<file path="config.mk">
export PLATFORM = sky130hd
export DESIGN_NAME = muldiv_seq
export DESIGN_NICKNAME = d
export VERILOG_FILES = /design/src/rtl/muldiv_seq_pkg.sv /design/src/rtl/muldiv_seq_iter_step.sv /design/src/rtl/muldiv_seq.sv
export SDC_FILE = /design/constraint.sdc
export NUM_CORES = 1
export LEC_CHECK = 0
export BUFFER_PORTS_ARGS = -buffer_cell sky130_fd_sc_hd__buf_2
export CORE_MARGIN = 3
export CORE_UTILIZATION = 34
export CTS_CLUSTER_SIZE = 14
export DETAILED_ROUTE_END_ITERATION = 12
export PLACE_DENSITY = 0.61
export SLEW_MARGIN = 0
export SYNTH_ARGS = -nofsm -noshare
export SYNTH_HDL_FRONTEND = slang
export SYNTH_HIERARCHICAL = 1
export SYNTH_SLANG_ARGS = --single-unit
</file>
<file path="constraint.sdc">
create_clock -name clk -period 4.4 [get_ports clk]
set_input_delay 1.1 -clock clk [delete_from_list [all_inputs] [get_ports clk]]
set_output_delay 1.1 -clock clk [all_outputs]
set_load 0.005 [all_outputs]
</file>
<file path="src/rtl/muldiv_seq_pkg.sv">
// Shared constants for the sequential RV32M multiply/divide unit.
// Build option: MULDIV_REM_CACHE_EN enables the last-division result cache.
package muldiv_seq_pkg;

    localparam int unsigned XLEN_DEFAULT = 32;

    localparam logic [2:0] FUNCT3_MUL    = 3'b000;
    localparam logic [2:0] FUNCT3_MULH   = 3'b001;
    localparam logic [2:0] FUNCT3_MULHSU = 3'b010;
    localparam logic [2:0] FUNCT3_MULHU  = 3'b011;
    localparam logic [2:0] FUNCT3_DIV    = 3'b100;
    localparam logic [2:0] FUNCT3_DIVU   = 3'b101;
    localparam logic [2:0] FUNCT3_REM    = 3'b110;
    localparam logic [2:0] FUNCT3_REMU   = 3'b111;

    localparam logic [1:0] ST_IDLE = 2'd0;
    localparam logic [1:0] ST_CALC = 2'd1;
    localparam logic [1:0] ST_FIX  = 2'd2;
    localparam logic [1:0] ST_DONE = 2'd3;

    // rs1 is treated as signed for every op except MULHU, DIVU, REMU
    function automatic logic f_rs1_signed(input logic [2:0] f3);
        return (f3 != FUNCT3_MULHU) && (f3 != FUNCT3_DIVU) && (f3 != FUNCT3_REMU);
    endfunction

    // rs2 is treated as signed for MUL, MULH, DIV, REM
    function automatic logic f_rs2_signed(input logic [2:0] f3);
        return (f3 == FUNCT3_MUL) || (f3 == FUNCT3_MULH) ||
               (f3 == FUNCT3_DIV) || (f3 == FUNCT3_REM);
    endfunction

endpackage

</file>
<file path="src/rtl/muldiv_seq_iter_step.sv">
// Combinational UNROLL-bit iteration shared by multiply and divide.
// Multiply: {hi,lo} is the shift-add accumulator, lo holds the remaining
// multiplier bits, b is the multiplicand magnitude.
// Divide: hi is the partial remainder, lo shifts dividend bits out and
// quotient bits in, b is the divisor magnitude.
module muldiv_iter_step #(
    parameter int unsigned XLEN   = 32,
    parameter int unsigned UNROLL = 1
) (
    input  logic            i_is_div,
    input  logic [XLEN-1:0] i_hi,
    input  logic [XLEN-1:0] i_lo,
    input  logic [XLEN-1:0] i_b,
    output logic [XLEN-1:0] o_hi,
    output logic [XLEN-1:0] o_lo
);

    logic [XLEN-1:0] w_hi;
    logic [XLEN-1:0] w_lo;
    logic [XLEN:0]   w_part;
    logic [XLEN:0]   w_diff;
    logic [XLEN:0]   w_sum;

    // Unrolled restore-subtract or shift-add iterations
    always_comb begin
        w_hi   = i_hi;
        w_lo   = i_lo;
        w_part = '0;
        w_diff = '0;
        w_sum  = '0;
        for (int unsigned k = 0; k < UNROLL; k++) begin
            if (i_is_div) begin
                w_part = {w_hi, w_lo[XLEN-1]};
                w_diff = w_part - {1'b0, i_b};
                if (!w_diff[XLEN]) begin
                    w_hi = w_diff[XLEN-1:0];
                    w_lo = {w_lo[XLEN-2:0], 1'b1};
                end else begin
                    w_hi = w_part[XLEN-1:0];
                    w_lo = {w_lo[XLEN-2:0], 1'b0};
                end
            end else begin
                w_sum = {1'b0, w_hi} + (w_lo[0] ? {1'b0, i_b} : {(XLEN+1){1'b0}});
                w_lo  = {w_sum[0], w_lo[XLEN-1:1]};
                w_hi  = w_sum[XLEN:1];
            end
        end
        o_hi = w_hi;
        o_lo = w_lo;
    end

endmodule

</file>
<file path="src/rtl/muldiv_seq.sv">
// Sequential RV32M multiply/divide unit with valid/ready request and
// response channels, tag passthrough and flush.
// Build option: MULDIV_REM_CACHE_EN keeps the last normally completed
// division so a matching DIV/DIVU/REM/REMU completes in one cycle.
module muldiv_seq
    import muldiv_seq_pkg::*;
#(
    parameter int unsigned XLEN   = XLEN_DEFAULT,
    parameter int unsigned UNROLL = 1,
    parameter int unsigned TAG_W  = 5
) (
    input  logic             clk,
    input  logic             rstLow,
    input  logic             flush_i,
    input  logic             req_valid_i,
    output logic             req_ready_o,
    input  logic [2:0]       funct3_i,
    input  logic [XLEN-1:0]  rs1_i,
    input  logic [XLEN-1:0]  rs2_i,
    input  logic [TAG_W-1:0] tag_i,
    output logic             rsp_valid_o,
    input  logic             rsp_ready_i,
    output logic [XLEN-1:0]  rsp_data_o,
    output logic [TAG_W-1:0] rsp_tag_o,
    output logic             busy_o
);

    localparam int unsigned     STEPS   = XLEN / UNROLL;
    localparam int unsigned     CNT_W   = $clog2(STEPS + 1);
    localparam logic [XLEN-1:0] INT_MIN = {1'b1, {(XLEN-1){1'b0}}};

    logic [1:0]        r_state;
    logic [1:0]        w_state_nxt;
    logic [CNT_W-1:0]  r_cnt;
    logic [2:0]        r_op;
    logic [XLEN-1:0]   r_hi;
    logic [XLEN-1:0]   r_lo;
    logic [XLEN-1:0]   r_b;
    logic              r_neg_res;
    logic              r_neg_rem;
    logic [XLEN-1:0]   r_rsp_data;
    logic [TAG_W-1:0]  r_rsp_tag;

    logic              w_req_ready;
    logic              w_accept;
    logic              w_is_div;
    logic              w_a_neg;
    logic              w_b_neg;
    logic [XLEN-1:0]   w_a_mag;
    logic [XLEN-1:0]   w_b_mag;
    logic              w_div_zero;
    logic              w_div_ovf;
    logic              w_special;
    logic [XLEN-1:0]   w_special_data;
    logic              w_hit;
    logic [XLEN-1:0]   w_hit_data;
    logic              w_fast;
    logic [XLEN-1:0]   w_fast_data;
    logic [XLEN-1:0]   w_step_hi;
    logic [XLEN-1:0]   w_step_lo;
    logic [2*XLEN-1:0] w_prod;
    logic [2*XLEN-1:0] w_prod_fix;
    logic [XLEN-1:0]   w_quo_fix;
    logic [XLEN-1:0]   w_rem_fix;
    logic [XLEN-1:0]   w_fix_data;

    // Operand decode: magnitudes, divide special cases
    assign w_is_div   = funct3_i[2];
    assign w_a_neg    = f_rs1_signed(funct3_i) & rs1_i[XLEN-1];
    assign w_b_neg    = f_rs2_signed(funct3_i) & rs2_i[XLEN-1];
    assign w_a_mag    = w_a_neg ? -rs1_i : rs1_i;
    assign w_b_mag    = w_b_neg ? -rs2_i : rs2_i;
    assign w_div_zero = w_is_div & (rs2_i == '0);
    assign w_div_ovf  = w_is_div & ~funct3_i[0] & (rs1_i == INT_MIN) & (rs2_i == '1);
    assign w_special  = w_div_zero | w_div_ovf;

    // Divide-by-zero takes priority; funct3[1] selects the remainder
    always_comb begin
        w_special_data = '0;
        if (w_div_zero) w_special_data = funct3_i[1] ? rs1_i : '1;
        else            w_special_data = funct3_i[1] ? '0 : rs1_i;
    end

`ifdef MULDIV_REM_CACHE_EN
    logic            r_c_valid;
    logic            r_c_signed;
    logic [XLEN-1:0] r_c_a;
    logic [XLEN-1:0] r_c_b;
    logic [XLEN-1:0] r_c_quo;
    logic [XLEN-1:0] r_c_rem;
    logic [XLEN-1:0] r_a_raw;
    logic [XLEN-1:0] r_b_raw;

    assign w_hit      = w_is_div & r_c_valid & (r_c_a == rs1_i) & (r_c_b == rs2_i) &
                        (r_c_signed == ~funct3_i[0]);
    assign w_hit_data = funct3_i[1] ? r_c_rem : r_c_quo;

    // Last-division cache: filled at FIX, cleared by reset and flush
    always_ff @(posedge clk or negedge rstLow) begin
        if (!rstLow) begin
            r_c_valid  <= 1'b0;
            r_c_signed <= 1'b0;
            r_c_a      <= '0;
            r_c_b      <= '0;
            r_c_quo    <= '0;
            r_c_rem    <= '0;
            r_a_raw    <= '0;
            r_b_raw    <= '0;
        end else if (flush_i) begin
            r_c_valid <= 1'b0;
        end else begin
            if (w_accept) begin
                r_a_raw <= rs1_i;
                r_b_raw <= rs2_i;
            end
            if ((r_state == ST_FIX) && r_op[2]) begin
                r_c_valid  <= 1'b1;
                r_c_signed <= ~r_op[0];
                r_c_a      <= r_a_raw;
                r_c_b      <= r_b_raw;
                r_c_quo    <= w_quo_fix;
                r_c_rem    <= w_rem_fix;
            end
        end
    end
`else
    assign w_hit      = 1'b0;
    assign w_hit_data = '0;
`endif

    assign w_fast      = w_special | w_hit;
    assign w_fast_data = w_special ? w_special_data : w_hit_data;

    muldiv_iter_step #(
        .XLEN   (XLEN),
        .UNROLL (UNROLL)
    ) u_step (
        .i_is_div (r_op[2]),
        .i_hi     (r_hi),
        .i_lo     (r_lo),
        .i_b      (r_b),
        .o_hi     (w_step_hi),
        .o_lo     (w_step_lo)
    );

    // Sign correction and result selection in FIX
    assign w_prod     = {r_hi, r_lo};
    assign w_prod_fix = r_neg_res ? -w_prod : w_prod;
    assign w_quo_fix  = r_neg_res ? -r_lo : r_lo;
    assign w_rem_fix  = r_neg_rem ? -r_hi : r_hi;
    assign w_fix_data = r_op[2] ? (r_op[1] ? w_rem_fix : w_quo_fix)
                                : ((r_op == FUNCT3_MUL) ? w_prod_fix[XLEN-1:0]
                                                        : w_prod_fix[2*XLEN-1:XLEN]);

    // Next-state logic and handshake decode
    always_comb begin
        w_state_nxt = r_state;
        w_req_ready = (r_state == ST_IDLE) | ((r_state == ST_DONE) & rsp_ready_i);
        w_accept    = req_valid_i & w_req_ready & ~flush_i;
        case (r_state)
            ST_IDLE: if (w_accept) w_state_nxt = w_fast ? ST_DONE : ST_CALC;
            ST_CALC: if (r_cnt == CNT_W'(STEPS - 1)) w_state_nxt = ST_FIX;
            ST_FIX:  w_state_nxt = ST_DONE;
            ST_DONE: begin
                if (w_accept)         w_state_nxt = w_fast ? ST_DONE : ST_CALC;
                else if (rsp_ready_i) w_state_nxt = ST_IDLE;
            end
            default: w_state_nxt = ST_IDLE;
        endcase
        if (flush_i) w_state_nxt = ST_IDLE;
    end

    // State register
    always_ff @(posedge clk or negedge rstLow) begin
        if (!rstLow) r_state <= ST_IDLE;
        else         r_state <= w_state_nxt;
    end

    // Operand latch, iteration datapath and response registers
    always_ff @(posedge clk or negedge rstLow) begin
        if (!rstLow) begin
            r_cnt      <= '0;
            r_op       <= '0;
            r_hi       <= '0;
            r_lo       <= '0;
            r_b        <= '0;
            r_neg_res  <= 1'b0;
            r_neg_rem  <= 1'b0;
            r_rsp_data <= '0;
            r_rsp_tag  <= '0;
        end else if (!flush_i) begin
            if (w_accept) begin
                r_op      <= funct3_i;
                r_rsp_tag <= tag_i;
                r_cnt     <= '0;
                r_hi      <= '0;
                r_lo      <= w_is_div ? w_a_mag : w_b_mag;
                r_b       <= w_is_div ? w_b_mag : w_a_mag;
                r_neg_res <= w_a_neg ^ w_b_neg;
                r_neg_rem <= w_a_neg;
                if (w_fast) r_rsp_data <= w_fast_data;
            end else if (r_state == ST_CALC) begin
                r_hi  <= w_step_hi;
                r_lo  <= w_step_lo;
                r_cnt <= r_cnt + CNT_W'(1);
            end else if (r_state == ST_FIX) begin
                r_rsp_data <= w_fix_data;
            end
        end
    end

    assign req_ready_o = w_req_ready;
    assign rsp_valid_o = (r_state == ST_DONE);
    assign busy_o      = (r_state == ST_CALC) | (r_state == ST_FIX);
    assign rsp_data_o  = r_rsp_data;
    assign rsp_tag_o   = r_rsp_tag;

endmodule

</file>
==> run metrics, run 1 <==
outcome finished, final reports clean; Num CTS Buffers 17; number of global-route vias before repair around 16000; Worst R2R Start r_lo[0]; relative slew slack 30.7%; Initial Util between 30 and 40%; wire per inst around 24 um; antenna violations before repair 2; final clock skew around 16 ps; library cell used as clock root buffer sky130_fd_sc_hd__clkbuf_16; Buf/Inv on CP 2; Yosys reg bits between 100 and 150; Yosys warning total 6; Synth Instances 2124; hold-critical path endpoint rsp_tag_o[4]; fraction of layout instances using a drive strength above 1 14.3%; total of cells resized after clock tree synthesis 0; setup slack at placement around 260 ps; post-cts hold buffer count 0; post-synth cell types 90; total wire length 66400 um; maximum clock frequency around 250 MHz; signed area change from the synthesized netlist to the final layout 12.5%; area of the die 0.0500 mm2; worst-case reg-to-reg path depth 16; Starting DRT DRC Count 1836; ranking of synthesized cells by area sky130_fd_sc_hd__dfrtp_1 23%, sky130_fd_sc_hd__a21oi_1 6.3%, sky130_fd_sc_hd__nand2_1 6.0%, sky130_fd_sc_hd__ha_1 5.8%, sky130_fd_sc_hd__xnor2_1 5.6%; top cells by count, synth 259 x sky130_fd_sc_hd__nand2_1, 204 x sky130_fd_sc_hd__a21oi_1, 167 x sky130_fd_sc_hd__nor2_1; cell with the largest stage delay on the worst path sky130_fd_sc_hd__or4_1; DR pass1 iterations 6; EDFF count, synth 0; post-detailed-placement cell area 0.0175 mm2; library cell with the largest summed area after synthesis sky130_fd_sc_hd__dfrtp_1; crit-path cells buf_4 > and2_1 > ha_1 > a21o_1 > or4_1 > a311oi_2 > nor4_1 > buf_4 > a41oi_2 > a211oi_1 > or4_1 > a21oi_2 > xor2_1 > mux2i_1 > nand2_1 > a21oi_1; wire length of the first global-routing pass ~100000 um; TritonCTS clock tree done; leading cell type by number of instances after synthesis sky130_fd_sc_hd__nand2_1; number of buffers inserted by port buffering between 100 and 150; Max rail drop VDD approximately 0.00037 V; Clk Latency, worst-skew pair between 400 and 500 ps; global-route total usage across every layer 25.9%; final antenna diode count 0; final layout net count around 2300; largest net degree at the start of global routing between 80 and 90; H-Tree Depth 4; remaining number of nets flagged by the antenna check after routing 0; share of synthesized area occupied by flip-flops and latches 22.7%; post-layout instance area 0.0181 mm2; Placer Congestion approximately 0.95; I/O pin count about 120; Leak about 7.7 nW; CP peak stage delay just over 500 ps; top cell family by delay on the critical path simple AND/OR/NAND/NOR gates; net count after synthesis ~2300; start point of the worst min-delay path rsp_tag_o[4]; ratio of final minimum period to clock period roughly nine tenths; destination of the worst register-to-register timing path r_hi[29]; setup tns final 0 ps; Slew Viols, Final 0; worst-case setup margin in the final layout 380 ps; total standard cell area after synthesis about 0.016 mm2; CTS clock-pin slew for the worst setup and hold paths ~70 ps; type of origin of the critical path register; category of the most critical setup path reg -> reg; R2R setup slack approximately 380 ps; Max Cap Violations 0; average instance area after synthesis 7.58 um2; maximum count of clock buffers along a single path 2; most instantiated flip-flop cell in the synthesis netlist sky130_fd_sc_hd__dfrtp_1; vias per std cell a little over 6; arrival time of data at the critical path endpoint approximately 4300 ps; count of final hold-check violations 0; element type at the critical path end register; Setup-failing EPs final 0; Die Wd 224 um; worst-path maximum fanout 25; type of the most critical hold path reg -> reg; HPWL Detailed roughly 51000 um; setup repair after global routing missed its margin no; pin slew with the least headroom to its limit 1040 ps; required time of the critical path roughly 4700 ps; power per cell area about 800 mW/mm2; share of synthesized flip-flops with an asynchronous set or reset 100%; crit path time final between 4000 and 5000 ps; floorplan core area 0.0467 mm2; Setup Buffers After CTS 0; worst hold path cell count 2; number of standard-cell rows in the floorplan 79; total overflow reported by the global router 0; Die H ~220 um; post-synth top area share 22.7%; total power consumption of the routed design ~15 mW; clk sink count 146; total number of vias 17100; # DRC 0
-- per-layer routing --
metal	wire, um	track usage (%)	part of all wire, %	vias up
li1	-	-	-	7881
met1	28900	35.8	44	8311
met2	29600	40.4	45	795
met3	5340	4.98	8.0	137
met4	2550	9.66	3.8	4
met5	30	0	0.045	-
-- flip-flops by register name, summed over array words and instances (netlist names) --
signal / cells
r_b: 32
r_hi: 32
r_lo: 32
rsp_data_o: 32
r_cnt: 6
rsp_tag_o: 5
r_op: 3
r_state: 2
r_neg_rem: 1
r_neg_res: 1
-- worst max-delay path by stage --
| stage | startpoint | end | slack [ps] | depth (start not counted) |
|---|---|---|---|---|
| floorplan | rs1_i[2] | rsp_data_o[2] | 710 | 9 |
| global placement | rs1_i[4] | rsp_data_o[28] | 310 | 10 |
| detailed placement | rs1_i[4] | rsp_data_o[2] | 260 | 8 |
| CTS | r_lo[0] | r_hi[29] | 440 | 16 |
| global route | r_lo[0] | r_hi[29] | 160 | 16 |
| finish | r_lo[0] | r_hi[29] | 380 | 16 |
-- metrics by stage --
stage	hold slack, ps	util (%)	instances
5_1_grt	516	38.8	2808
2_1_floorplan	453	-	2124
6_report	479	38.8	2808
3_5_place_dp	461	37.6	2777
4_1_cts	483	38.8	2808
3_3_place_gp	456	37.6	2777
-- area by class of cell --
class                      count  area, um2
inverter                      67        251
clock buffer                  18        439
multi-input combinational   1764      11600
fill                        4860      28600
clock inverter                13        140
timing repair buffer         193       1210
tap                          607        759
sequential                   146       3660
-- power by group --
part	internal, mW	total (mW)	switching, mW
clock network	0.811	1.51	0.698
registers	1.93	3.11	1.17
logic	3.98	9.92	5.94
total	6.73	14.5	7.81
-- layout by cell type (no fill, tap or decap), drive strengths merged, types with 27 or more instances in the layout --
cell and count:
nor2 167, inv 74, mux2 42, nand2 259
nor3 42, nand3 44, xor2 84, a31oi 30
ha 75, mux2i 50, a21oi 206, a21o 29
or4 27, buf 193, o21ai 133, o31ai 51
dfrtp 146, nor4 31, and2 43, o211ai 29
xnor2 102
-- worst reg2reg max path: cells and delay by family, from the launching register on --
| family | cells | cell delay [ps] |
|---|---|---|
| AND/OR/NAND/NOR | 5 | 1270 |
| AO/OA/AOI/OAI | 6 | 1230 |
| flip-flops | 1 | 480 |
| buffers and inverters | 2 | 450 |
| adder cells (fa/ha/maj) | 1 | 210 |
| XOR/XNOR | 1 | 160 |
| multiplexers | 1 | 80 |
-- kinds of logic (layout without fill, tap and decap cells) --
family	after synthesis	in the layout	synth area share (%)
adder cells (fa/ha/maj)	97	97	7.32
AND/OR/NAND/NOR	740	740	22.2
XOR/XNOR	186	186	10.1
flip-flops	146	146	22.7
AO/OA/AOI/OAI	649	649	26.4
buffers and inverters	214	291	5.24
multiplexers	92	92	6.05
(Power assumes the default switching activity.)
==> run 2: changes to the inputs <==
CTS_BUF_LIST = sky130_fd_sc_hd__clkbuf_2 sky130_fd_sc_hd__clkbuf_4 sky130_fd_sc_hd__clkbuf_8   (was not set)
==> run 2 against run 1 <==
Fmax is 0.84% higher; clock skew is 5.3 ps higher; critical path type unchanged; global-route usage is 0.076 points lower; non-clock buffer count stayed put; wire length hardly changed; sequential cell count stayed put.
==> run metrics, run 2 (synthesis results as in run 1) <==
number of placed instances with taps included between 2000 and 3000; setup slack at placement between 200 and 300 ps; Die Wd between 200 and 250 um; Buf/Inv on CP 2; CP peak stage delay approximately 500 ps; Clk Latency, worst-skew pair 510 ps; # DRC 0; post-cts hold buffer count 0; final-layout fill cell count approximately 4900; worst-path maximum fanout 25; total power consumption of the routed design between 10 and 15 mW; grt peak-use layer met2; Initial Util around a third; Num CTS Buffers 17; area of the die approximately 0.05 mm2; top cell family by delay on the critical path simple AND/OR/NAND/NOR gates; type of origin of the critical path register; Max Cap Violations 0; pin slew with the least headroom to its limit around 1000 ps; antenna violations before repair 2; Slew Viols, Final 0; wire per inst between 20 and 25 um; final layout net count between 2000 and 2500; Max rail drop VDD 0.000325 V; start point of the worst min-delay path rsp_tag_o[4]; crit-path cells buf_4 > and2_1 > ha_1 > a21o_1 > or4_1 > a311oi_2 > nor4_1 > buf_4 > a41oi_2 > a211oi_1 > or4_1 > a21oi_2 > xor2_1 > mux2i_1 > nand2_1 > a21oi_1; H-Tree Depth 4; total wire length around 66000 um; total number of vias roughly 17000; cell with the largest stage delay on the worst path sky130_fd_sc_hd__or4_1; category of the most critical setup path reg -> reg; signed area change from the synthesized netlist to the final layout 11.3%; final clock skew about 21 ps; met3 usage in global routing under 10%; relative slew slack a little under a third; TritonCTS clock tree done; global-route total usage across every layer roughly 26%; worst setup path start r_lo[0]; floorplan core area 0.0467 mm2; post-detailed-placement cell area roughly 0.018 mm2; met2 Use GR 40.2%; arrival time of data at the critical path endpoint 4340 ps; required time of the critical path approximately 4800 ps; post-layout instance area 0.0179 mm2; type of the most critical hold path reg -> reg; vias per std cell between 6 and 7; remaining number of nets flagged by the antenna check after routing 0; setup repair after global routing missed its margin no; worst-case setup margin in the final layout roughly 410 ps; maximum count of clock buffers along a single path 2; wire length of the first global-routing pass roughly 100000 um; clk sink count between 100 and 150; number of standard-cell rows in the floorplan a little under 80; Placer Congestion between 0.9 and 1; Die H roughly 220 um; met1 track demand over resource in global routing a little over a third; Setup Buffers After CTS 0; library cell used as clock root buffer sky130_fd_sc_hd__clkbuf_8; count of final hold-check violations 0; total of cells resized after clock tree synthesis 0; crit path time final ~4000 ps; commonest non-fill, non-tap cells in the layout 258 x sky130_fd_sc_hd__nand2_1, 204 x sky130_fd_sc_hd__a21oi_1, 166 x sky130_fd_sc_hd__nor2_1, 144 x sky130_fd_sc_hd__dfrtp_1, 120 x sky130_fd_sc_hd__o21ai_0; maximum clock frequency roughly 250 MHz; fin util a little under two fifths; outcome finished, final reports clean; I/O pin count about 120; power per cell area 791 mW/mm2; CTS clock-pin slew for the worst setup and hold paths 100 ps; ratio of final minimum period to clock period between 90% and 100%; Worst R2R Start r_lo[0]; fraction of layout instances using a drive strength above 1 between 10 and 15%; HPWL Detailed between 50000 and 60000 um; most common cell after layout, fill and taps aside sky130_fd_sc_hd__nand2_1; Starting DRT DRC Count ~1800; total overflow reported by the global router 0; worst hold margin 486 ps; Layout Cells excl Fill approximately 2800; element type at the critical path end register; setup tns final 0 ps; largest net degree at the start of global routing approximately 80; number of global-route vias before repair around 16000; number of buffers inserted by port buffering 116; Setup-failing EPs final 0; DR pass1 iterations 7; Leak approximately 7.7 nW
## run 2: cell type report
class                           instances  area, um2  area share [%]
Multi-Input combinational cell       1764      11600            65.0
Tap cell                              607        759            4.24
Clock inverter                         13        140           0.782
Sequential cell                       146       3660            20.4
Inverter                               67        251            1.40
Timing Repair Buffer                  193       1210            6.78
Clock buffer                           18        248            1.38
Antenna cell                            1       2.50          0.0140
## run 2: report_power, final
group | switching (mW) | leakage [nW] | total [mW] | internal (mW)
clock network | 0.646 | 0.192 | 1.13 | 0.479
registers | 1.17 | 1.81 | 3.10 | 1.93
logic | 5.95 | 5.65 | 9.93 | 3.98
total | 7.77 | 7.66 | 14.2 | 6.39
## run 2: worst paths after layout
path	end	slack [ps]	cells after the start
worst max register to register	r_hi[29]	410	16
worst max-delay path	r_hi[29]	410	16
max in group asynchronous	r_b[5]	2950	2
worst min-delay path	rsp_tag_o[4]	490	2
min in group asynchronous	rsp_data_o[30]	590	1
worst min register to register	rsp_tag_o[4]	490	2
## run 2: worst register-to-register path: cells and delay by family (launching register included)
family	cells	cell delay [ps]
AOI/OAI and AO/OA	6	1180
xor gates and xnor gates	1	160
adders and majority gates	1	210
buffers and inverters	2	440
DFF	1	490
muxes	1	80
and+or+nand+nor	5	1270
## run 2: layer usage
layer / vias up / wire length [um]
met1: 8288 / 28700
li1: 7882 / -
met4: 2 / 2560
met3: 136 / 5650
met2: 856 / 29500
met5: - / 15
==> run 3: changes to the inputs <==
CAP_MARGIN = 20   (was not set)
REMOVE_ABC_BUFFERS = 1   (was not set)
==> run 3 against run 2 <==
Global-route usage down 2.3 points; combinational power down 4.8%; via count down 2.1%; clock power about the same; sequential share of layout area grew 0.22 points; setup slack got worse by 51 ps; critical path depth fell by 3; clock skew decreased by 2.8 ps; register-to-register slack lost 50 ps; cell area decreased by 1.0%; power decreased by 3.7%; critical path type unchanged.
==> run metrics, run 3 (synthesis results as in run 1) <==
met1 track demand over resource in global routing 31.8%; element type at the critical path end register; Placer Congestion 0.965; Max Cap Violations 0; number of buffers inserted by port buffering about 120; Setup Buffers After CTS 0; worst hold margin roughly 480 ps; category of the most critical setup path reg -> reg; setup tns final 0 ps; HPWL Detailed around 46000 um; pin slew with the least headroom to its limit 1070 ps; remaining number of nets flagged by the antenna check after routing 0; final layout net count approximately 2300; setup repair after global routing missed its margin no; maximum clock frequency around 250 MHz; post-layout instance area around 0.018 mm2; relative slew slack 28.6%; crit path time final ~4000 ps; signed area change from the synthesized netlist to the final layout 10.1%; H-Tree Depth 4; fraction of layout instances using a drive strength above 1 13.4%; number of standard-cell rows in the floorplan just under 80; TritonCTS clock tree done; Initial Util 34.5%; R2R setup slack around 360 ps; worst setup path start r_b[7]; number of placed instances with taps included ~2800; Slew Viols, Final 0; clk sink count ~150; Leak about 7.5 nW; commonest non-fill, non-tap cells in the layout 258 x sky130_fd_sc_hd__nand2_1, 204 x sky130_fd_sc_hd__a21oi_1, 166 x sky130_fd_sc_hd__nor2_1, 144 x sky130_fd_sc_hd__dfrtp_1, 120 x sky130_fd_sc_hd__o21ai_0; Die Wd around 220 um; destination of the worst register-to-register timing path r_hi[29]; met2 Use GR 38.2%; Die H around 220 um; antenna violations before repair 1; cell with the largest stage delay on the worst path sky130_fd_sc_hd__a2111oi_0; wire length of the first global-routing pass about 93000 um; ratio of final minimum period to clock period between 90 and 100%; capture point of the worst path r_hi[29]; grt peak-use layer met2; fin util around 38%; worst-path maximum fanout 7; wire per inst 21.5 um; type of the most critical hold path reg -> reg; # DRC 0; CP peak stage delay about 710 ps; I/O pin count 117; DR pass1 iterations 6; Clk Latency, worst-skew pair 510 ps; most common cell after layout, fill and taps aside sky130_fd_sc_hd__nand2_1; type of origin of the critical path register; final-layout fill cell count just under 5000; arrival time of data at the critical path endpoint between 4000 and 5000 ps; met3 usage in global routing under 10%; power per cell area just under 800 mW/mm2; Layout Cells excl Fill around 2800; area of the die approximately 0.050 mm2; library cell used as clock root buffer sky130_fd_sc_hd__clkbuf_8; worst-case setup margin in the final layout 362 ps; total number of vias roughly 17000; maximum count of clock buffers along a single path 2; Starting DRT DRC Count ~1700; worst-case reg-to-reg path depth 13; largest net degree at the start of global routing 67; CTS clock-pin slew for the worst setup and hold paths 100 ps; Num CTS Buffers 17; crit-path cells and2_1 > ha_1 > a21o_1 > a2111oi_0 > nor4_2 > a41oi_2 > a211oi_1 > or4_1 > a21oi_2 > xor2_1 > mux2i_1 > nand2_1 > a21oi_1; total overflow reported by the global router 0; total power consumption of the routed design between 10 and 15 mW; required time of the critical path around 4800 ps; Setup-failing EPs final 0; total wire length between 60000 and 70000 um; vias per std cell around 6.0; setup slack at placement 212 ps; count of final hold-check violations 0; final clock skew 18.1 ps; post-detailed-placement cell area ~0.017 mm2; post-cts hold buffer count 0; outcome finished, final reports clean; global-route total usage across every layer 23.6%; floorplan core area roughly 0.047 mm2; number of global-route vias before repair about 16000; total of cells resized after clock tree synthesis 0; Max rail drop VDD ~0.0003 V; Worst R2R Start r_b[7]
[run 3: worst min path at each step]
stage | slack (ps) | cells after the start | from | end
after floorplan | 450 | 2 | r_b[16] | r_b[16]
after global placement | 450 | 2 | rsp_tag_o[0] | rsp_tag_o[0]
after detailed placement | 460 | 2 | rsp_tag_o[4] | rsp_tag_o[4]
after CTS | 490 | 2 | rsp_data_o[6] | rsp_data_o[6]
after global routing | 510 | 2 | rsp_tag_o[4] | rsp_tag_o[4]
final | 480 | 2 | rsp_data_o[6] | rsp_data_o[6]
[run 3: critical path: cells and delay by family, from the launching register on]
kind	cells	cell delay (ps)
and+or+nand+nor	4	1030
adders and majority gates	1	370
xor gates and xnor gates	1	150
muxes	1	90
AOI/OAI and AO/OA	6	1770
DFF	1	490
[run 3: final cells by class]
cell class | count | area [um2] | area share, %
Antenna cell | 2 | 5.00 | 0.0282
Inverter | 67 | 251 | 1.42
Clock buffer | 17 | 234 | 1.32
Multi-Input combinational cell | 1764 | 11600 | 65.7
Tap cell | 607 | 759 | 4.28
Timing Repair Buffer | 170 | 1020 | 5.74
Clock inverter | 15 | 160 | 0.904
Sequential cell | 146 | 3660 | 20.6
[run 3: power by group]
group | total (mW) | leakage, nW | switching, mW | internal (mW)
clock | 1.10 | 0.192 | 0.676 | 0.429
combinational | 9.45 | 5.53 | 5.61 | 3.84
sequential | 3.09 | 1.81 | 1.16 | 1.93
total | 13.6 | 7.53 | 7.44 | 6.20
[run 3: per-layer routing]
layer / part of all wire [%] / wire [um]
met1: 44 / 26300
met4: 4.1 / 2460
met2: 45 / 27200
met5: 0 / 0
met3: 6.7 / 4050
